===== src/rtl/mcycle_decoder_pkg.sv =====
// rtl/mcycle_decoder_pkg.sv - shared state, opcode, funct and ALU codes for the multicycle decoder
package mcycle_decoder_pkg;

    localparam logic [3:0] S_FETCH   = 4'd0;
    localparam logic [3:0] S_DECODE  = 4'd1;
    localparam logic [3:0] S_MEMADR  = 4'd2;
    localparam logic [3:0] S_LDRD    = 4'd3;
    localparam logic [3:0] S_LDWB    = 4'd4;
    localparam logic [3:0] S_STWR    = 4'd5;
    localparam logic [3:0] S_RTYPEEX = 4'd6;
    localparam logic [3:0] S_RTYPEWB = 4'd7;
    localparam logic [3:0] S_BREX    = 4'd8;
    localparam logic [3:0] S_IMMEX   = 4'd9;
    localparam logic [3:0] S_IMMWB   = 4'd10;
    localparam logic [3:0] S_JEX     = 4'd11;

    localparam logic [5:0] OP_LB    = 6'b100000;
    localparam logic [5:0] OP_LW    = 6'b100011;
    localparam logic [5:0] OP_SB    = 6'b101000;
    localparam logic [5:0] OP_SW    = 6'b101011;
    localparam logic [5:0] OP_RTYPE = 6'b000000;
    localparam logic [5:0] OP_BEQ   = 6'b000100;
    localparam logic [5:0] OP_BNE   = 6'b000101;
    localparam logic [5:0] OP_ADDI  = 6'b001000;
    localparam logic [5:0] OP_ANDI  = 6'b001100;
    localparam logic [5:0] OP_ORI   = 6'b001101;
    localparam logic [5:0] OP_J     = 6'b000010;

    localparam logic [5:0] FN_ADD = 6'b100000;
    localparam logic [5:0] FN_SUB = 6'b100010;
    localparam logic [5:0] FN_AND = 6'b100100;
    localparam logic [5:0] FN_OR  = 6'b100101;
    localparam logic [5:0] FN_SLT = 6'b101010;

    localparam logic [2:0] ALU_ADD = 3'b010;
    localparam logic [2:0] ALU_SUB = 3'b110;
    localparam logic [2:0] ALU_AND = 3'b000;
    localparam logic [2:0] ALU_OR  = 3'b001;
    localparam logic [2:0] ALU_SLT = 3'b111;

    typedef enum logic [2:0] {
        CLS_MEM,
        CLS_RTYPE,
        CLS_BRANCH,
        CLS_IMM,
        CLS_JUMP,
        CLS_ILLEGAL
    } op_class_t;

    // BNE/ANDI/ORI only exist when the extended opcode set is built in.
    function automatic op_class_t classify(input logic [5:0] op, input logic ext);
        op_class_t cls;
        case (op)
            OP_LB, OP_LW, OP_SB, OP_SW: cls = CLS_MEM;
            OP_RTYPE:                   cls = CLS_RTYPE;
            OP_BEQ:                     cls = CLS_BRANCH;
            OP_BNE:                     cls = ext ? CLS_BRANCH : CLS_ILLEGAL;
            OP_ADDI:                    cls = CLS_IMM;
            OP_ANDI, OP_ORI:            cls = ext ? CLS_IMM : CLS_ILLEGAL;
            OP_J:                       cls = CLS_JUMP;
            default:                    cls = CLS_ILLEGAL;
        endcase
        return cls;
    endfunction

endpackage


===== src/rtl/mcycle_decoder_alu_ctrl_gen.sv =====
// rtl/mcycle_decoder_alu_ctrl_gen.sv - combinational ALU operation select from state, opcode and funct
module alu_ctrl_gen
    import mcycle_decoder_pkg::*;
(
    input  logic [3:0] state,
    input  logic [5:0] opcode,
    input  logic [5:0] funct,
    output logic [2:0] alucont
);

    always_comb begin
        alucont = 3'b000;
        case (state)
            S_FETCH, S_DECODE, S_MEMADR: alucont = ALU_ADD;
            S_BREX:                      alucont = ALU_SUB;
            S_RTYPEEX: begin
                case (funct)
                    FN_ADD:  alucont = ALU_ADD;
                    FN_SUB:  alucont = ALU_SUB;
                    FN_AND:  alucont = ALU_AND;
                    FN_OR:   alucont = ALU_OR;
                    FN_SLT:  alucont = ALU_SLT;
                    default: alucont = ALU_ADD;
                endcase
            end
            S_IMMEX: begin
                case (opcode)
                    OP_ANDI: alucont = ALU_AND;
                    OP_ORI:  alucont = ALU_OR;
                    default: alucont = ALU_ADD;
                endcase
            end
            default: alucont = 3'b000;
        endcase
    end

endmodule


===== src/rtl/mcycle_decoder.sv =====
// rtl/mcycle_decoder.sv - multicycle instruction control FSM with multi-beat memory access
module mcycle_decoder
    import mcycle_decoder_pkg::*;
#(
    parameter  int WIDTH   = 8,
    parameter  int EXT_OPS = 1,
    localparam int BEATS   = 32 / WIDTH,
    localparam int BW      = (BEATS > 1) ? $clog2(BEATS) : 1
) (
    input  logic             clk,
    input  logic             reset_n,
    input  logic [31:0]      instr,
    input  logic             mem_rdy,
    input  logic             zero,
    output logic [3:0]       state,
    output logic [BEATS-1:0] irwrite,
    output logic             memread,
    output logic             memwrite,
    output logic             iord,
    output logic             memtoreg,
    output logic             regwrite,
    output logic             regdst,
    output logic             pcwrite,
    output logic [1:0]       pcsrc,
    output logic             alusrca,
    output logic [1:0]       alusrcb,
    output logic [2:0]       alucont,
    output logic [31:0]      imm_ext,
    output logic [BW-1:0]    beat,
    output logic             illegal
);

    logic [3:0]       state_q, state_d;
    logic [BW-1:0]    beat_q, beat_d;
    logic [5:0]       opcode, funct;
    op_class_t        cls;
    logic             mem_state, byte_op, store_op, last_beat;
    logic             memread_c, memwrite_c, regwrite_c, pcwrite_c, illegal_c;
    logic [BEATS-1:0] irwrite_c;
    logic             unused_rs_rt;

    assign opcode       = instr[31:26];
    assign funct        = instr[5:0];
    assign cls          = classify(opcode, EXT_OPS != 0);
    assign byte_op      = (opcode == OP_LB) || (opcode == OP_SB);
    assign store_op     = (opcode == OP_SB) || (opcode == OP_SW);
    assign unused_rs_rt = ^instr[25:16];

    assign mem_state = (state_q == S_FETCH) || (state_q == S_LDRD) || (state_q == S_STWR);
    // Fetch always moves a full word; data accesses are a single beat for byte ops.
    assign last_beat = (state_q != S_FETCH && byte_op) ? (beat_q == '0)
                                                       : (beat_q == BW'(BEATS - 1));

    always_comb begin
        state_d = state_q;
        beat_d  = beat_q;
        if (mem_state) begin
            if (mem_rdy) begin
                if (last_beat) begin
                    beat_d = '0;
                    case (state_q)
                        S_FETCH: state_d = S_DECODE;
                        S_LDRD:  state_d = S_LDWB;
                        default: state_d = S_FETCH;
                    endcase
                end else begin
                    beat_d = beat_q + 1'b1;
                end
            end
        end else begin
            case (state_q)
                S_DECODE: begin
                    case (cls)
                        CLS_MEM:    state_d = S_MEMADR;
                        CLS_RTYPE:  state_d = S_RTYPEEX;
                        CLS_BRANCH: state_d = S_BREX;
                        CLS_IMM:    state_d = S_IMMEX;
                        CLS_JUMP:   state_d = S_JEX;
                        default:    state_d = S_FETCH;
                    endcase
                end
                S_MEMADR:  state_d = store_op ? S_STWR : S_LDRD;
                S_RTYPEEX: state_d = S_RTYPEWB;
                S_IMMEX:   state_d = S_IMMWB;
                default:   state_d = S_FETCH;
            endcase
        end
    end

    always_ff @(posedge clk or negedge reset_n) begin
        if (!reset_n) begin
            state_q <= S_FETCH;
            beat_q  <= '0;
        end else begin
            state_q <= state_d;
            beat_q  <= beat_d;
        end
    end

    always_comb begin
        memread_c  = 1'b0;
        memwrite_c = 1'b0;
        regwrite_c = 1'b0;
        pcwrite_c  = 1'b0;
        illegal_c  = 1'b0;
        irwrite_c  = '0;
        iord       = 1'b0;
        memtoreg   = 1'b0;
        regdst     = 1'b0;
        pcsrc      = 2'b00;
        alusrca    = 1'b0;
        alusrcb    = 2'b00;
        case (state_q)
            S_FETCH: begin
                memread_c = 1'b1;
                irwrite_c = mem_rdy ? (BEATS'(1'b1) << beat_q) : '0;
                alusrcb   = 2'b01;
                pcwrite_c = mem_rdy;
            end
            S_DECODE: begin
                alusrcb   = 2'b11;
                illegal_c = (cls == CLS_ILLEGAL);
            end
            S_MEMADR: begin
                alusrca = 1'b1;
                alusrcb = 2'b10;
            end
            S_LDRD: begin
                iord      = 1'b1;
                memread_c = 1'b1;
            end
            S_LDWB: begin
                regwrite_c = 1'b1;
                memtoreg   = 1'b1;
            end
            S_STWR: begin
                iord       = 1'b1;
                memwrite_c = 1'b1;
            end
            S_RTYPEEX: alusrca = 1'b1;
            S_RTYPEWB: begin
                regwrite_c = 1'b1;
                regdst     = 1'b1;
            end
            S_BREX: begin
                alusrca   = 1'b1;
                pcsrc     = 2'b01;
                pcwrite_c = (opcode == OP_BNE) ? !zero : zero;
            end
            S_IMMEX: begin
                alusrca = 1'b1;
                alusrcb = 2'b10;
            end
            S_IMMWB: regwrite_c = 1'b1;
            S_JEX: begin
                pcwrite_c = 1'b1;
                pcsrc     = 2'b10;
            end
            default: ;
        endcase
    end

    alu_ctrl_gen u_alu_ctrl_gen (
        .state   (state_q),
        .opcode  (opcode),
        .funct   (funct),
        .alucont (alucont)
    );

    // Strobes are cut by reset itself so an in-flight write cannot complete.
    assign memread  = memread_c  & reset_n;
    assign memwrite = memwrite_c & reset_n;
    assign regwrite = regwrite_c & reset_n;
    assign pcwrite  = pcwrite_c  & reset_n;
    assign illegal  = illegal_c  & reset_n;
    assign irwrite  = irwrite_c & {BEATS{reset_n}};

    assign imm_ext = ((opcode == OP_ANDI) || (opcode == OP_ORI)) ? {16'h0000, instr[15:0]}
                                                                 : {{16{instr[15]}}, instr[15:0]};
    assign state   = state_q;
    assign beat    = beat_q;

endmodule


===== config.mk =====
export PLATFORM = sky130hd
export DESIGN_NAME = mcycle_decoder
export DESIGN_NICKNAME = d
export VERILOG_FILES = /design/src/rtl/mcycle_decoder_pkg.sv /design/src/rtl/mcycle_decoder_alu_ctrl_gen.sv /design/src/rtl/mcycle_decoder.sv
export SDC_FILE = /design/constraint.sdc
export NUM_CORES = 1
export LEC_CHECK = 0
export ABC_CLOCK_PERIOD_IN_PS = 1900
export CAP_MARGIN = 20
export CORE_UTILIZATION = 30
export DETAILED_ROUTE_END_ITERATION = 8
export DONT_BUFFER_PORTS = 1
export GPL_TIMING_DRIVEN = 0
export HOLD_SLACK_MARGIN = 0.05
export PLACE_DENSITY = 0.5
export SETUP_SLACK_MARGIN = 0.15
export SYNTH_ARGS = -nofsm -noshare
export SYNTH_HDL_FRONTEND = slang
export SYNTH_SLANG_ARGS = --single-unit

===== constraint.sdc =====
create_clock -name clk -period 1.9 [get_ports clk]
set_input_delay 0.285 -clock clk [delete_from_list [all_inputs] [get_ports clk]]
set_output_delay 0.285 -clock clk [all_outputs]
set_load 0.01 [all_outputs]

==> results.ini <==
[power_and_ir_drop]
comb_power_share_pct=76.4
p_int_mw=1.087
power.density_mw_per_mm2=1237
power_switching_mw=1.111
seqPwrFrac_pct=15.0
leakagePower_nw=0.7146
ir_drop_uv=395.8
sw_frac_of_total_pct=50.54
power_mw=2.198
pwr-share-clk_pct=8.6

[worst_setup_path]
critPathMaxStageDelay_ps=440
cp.required_ps=1620
slowest_stage=dfrtp_2
crit_chain=buf_6 > or2_4 > nor3_4 > buf_6 > nand3_4 > nor2_4
reg2reg_from=state[1]
critPathLaunchType=flop
crit_start=state[1]
crit_type=flop to output port
cp_top_family=simple AND/OR/NAND/NOR gates
critPathMaxFanout=6
crit_arrival_ps=1690
crit_top_cell=buf_6
end_kind=output port
cp.buffers_inverters=2

[clock_tree]
clockBufferDepth=2
insertion_delay_ps=220
cts.sinks=6
htreeDepth=1
cts_root_buf=clkbuf_8
tritoncts=built
clkSlewWorstSetupHoldPaths_ps=40
numCtsBuffers=3

[placement]
dp_slack_ps=-7.235
hpwlAfterDp_um=2791
port_buffers=0
place_congestion=0.7995

[synth]
synth_fp_nets=217
synth_seq_cells=6
synth_cell_types=50
synth_ff_type=dfrtp_1
yosys_warnings=0
syn_area_per_cell_um2=7.274
seq_area_frac_synth_pct=11.66
synth_enable_flop_cells=0
syn_area_mm2=0.001287
synthArstFlopShare_pct=100.0
synth_cells=177

[floorplan]
initial_core_util_pct=31.73
chipWidth_um=67.51
die_h_um=67.51
pin_count=94
core_mm2=0.004058
rows=23
dieArea_mm2=0.004558

[run]
drv_cap=0

[cells_and_area]
antenna_cells=0
areaGrowthSynthToFinish_pct=38.00
fillers=408
nets=239
layout_common_cells=buf_4, nand2_1, nor2_1, inv_1, buf_6
drive_gt1_share_pct=53.30
final_common_cell=buf_4

[detailed_routing]
dr.pass1.iters=5
detail_route.wl_per_cell_um=15.79
drc=0
ant_nets=0
vias=1377
dr.first_iter.drc_count=80
routed_wl_um=3899
avgViaCountPerCell=5.575

[status]
failed_checks=setup timing
status=finished, violations left

[grt]
grt_remaining_overflow=0
track_usage_pct=16.37
antenna_found_initial=0
grt_max_degree=17
grt_pass1_vias=1206
grt_pass1_wl_um=5699

[sta]
skew_ps=1.938
tightestPinTransition_ps=765.8
slew_viol_final=0
finalHoldViolCount=0
setup_slack_ps=-77.37
fin_crit_sh_pct=104.1
fmax_ghz=0.5057
rsz0062_at_grt=true
finalSetupViolations=6
period_needed_ps=1977
maxSlewHeadroom_pct=48.48

[hold_path]
min_path_type=input port to asynchronous set/reset pin

[final timing paths]
path	slack, ps	cells past startpoint	to
worst max-delay path	-80	6	irwrite[3]
worst max register to register	240	7	state[2]
max in group asynchronous	1250	1	state[0]
min in group clk	400	2	beat[1]
worst min-delay path	390	1	beat[0]
worst min register to register	710	2	beat[1]
[cells in the mapped netlist, types with 2 or more instances]
library cell / instances / area, um2
a21oi_1: 10 / 50.05
a31oi_1: 5 / 31.28
and3_1: 2 / 12.51
buf_4: 34 / 255.2
buf_6: 5 / 56.30
clkbuf_1: 2 / 7.510
dfrtp_1: 6 / 150.1
ha_1: 4 / 50.05
inv_1: 11 / 41.29
nand2_1: 15 / 56.30
nand2b_1: 3 / 18.77
nand3_1: 7 / 35.03
nand4_1: 2 / 12.51
nor2_1: 21 / 78.83
nor2_4: 2 / 22.52
nor2b_1: 5 / 31.28
nor3_1: 3 / 15.01
nor3_2: 2 / 20.02
nor4_1: 2 / 12.51
o21ai_0: 5 / 25.02
xnor2_1: 2 / 17.52
[through the flow]
step | cell area (um2) | util [%] | hold slack [ps] | setup TNS, ps | std cells
floorplan | 1318 | - | -10.59 | 0 | 177
global placement | 1380 | 34.01 | -10.32 | 0 | 227
detailed placement | 1380 | 34.01 | -10.34 | -7.235 | 227
CTS | 1678 | 41.35 | 392.6 | -373.4 | 243
global route | 1777 | 43.79 | 396.5 | -756.9 | 247
finish | 1777 | 43.79 | 391.9 | -362.3 | 247
[sequential cells by signal, summed over array words and instances, names as in the netlist]
register  cells
state         4
beat          2
[layer usage]
layer / up-vias / share of wire, % / wire length [um] / track usage [%]
met5: - / 0 / 0 / 0
met4: 0 / 0 / 0 / 4.255
met3: 0 / 10 / 399 / 4.054
met2: 79 / 52 / 2035 / 27.97
met1: 670 / 38 / 1464 / 20.18
li1: 628 / - / - / -
[kinds of logic after synthesis]
family | after synthesis | share of synthesized area, %
adders and majority gates | 4 | 3.887
muxes | 2 | 1.652
and+or+nand+nor | 74 | 32.36
buffers and inverters | 53 | 28.38
AOI/OAI and AO/OA | 35 | 19.44
DFF | 6 | 11.66
xor gates and xnor gates | 3 | 2.624
[power groups by stage]
stage	registers, mW	clock network [mW]	logic (mW)
4_1_cts	0.329	0.194	1.51
2_1_floorplan	0.290	0	0.933
3_3_place_gp	0.315	0	1.12
3_5_place_dp	0.320	0	1.13
5_1_grt	0.342	0.202	1.81
6_report	0.329	0.190	1.68
[area by class of cell]
class,count,area (um2),area share (%)
Sequential cell,6,155.1,8.732
Timing Repair Buffer,17,145.1,8.169
Multi-Input combinational cell,118,984.7,55.42
Tap cell,50,62.56,3.521
Inverter,11,41.29,2.324
Clock buffer,3,41.29,2.324
Buffer,42,346.6,19.51
[what timing repair did]
| action | in CTS | in global routing |
|---|---|---|
| hold buffers | 1 | 0 |
| resized for setup | 39 | 17 |
| pin swaps | 7 | 5 |
| buffers inserted | 12 | 4 |
| endpoints found under the setup margin | 30 | 16 |
| endpoints found under the hold margin | 6 | 0 |
(Power assumes the default switching activity.)
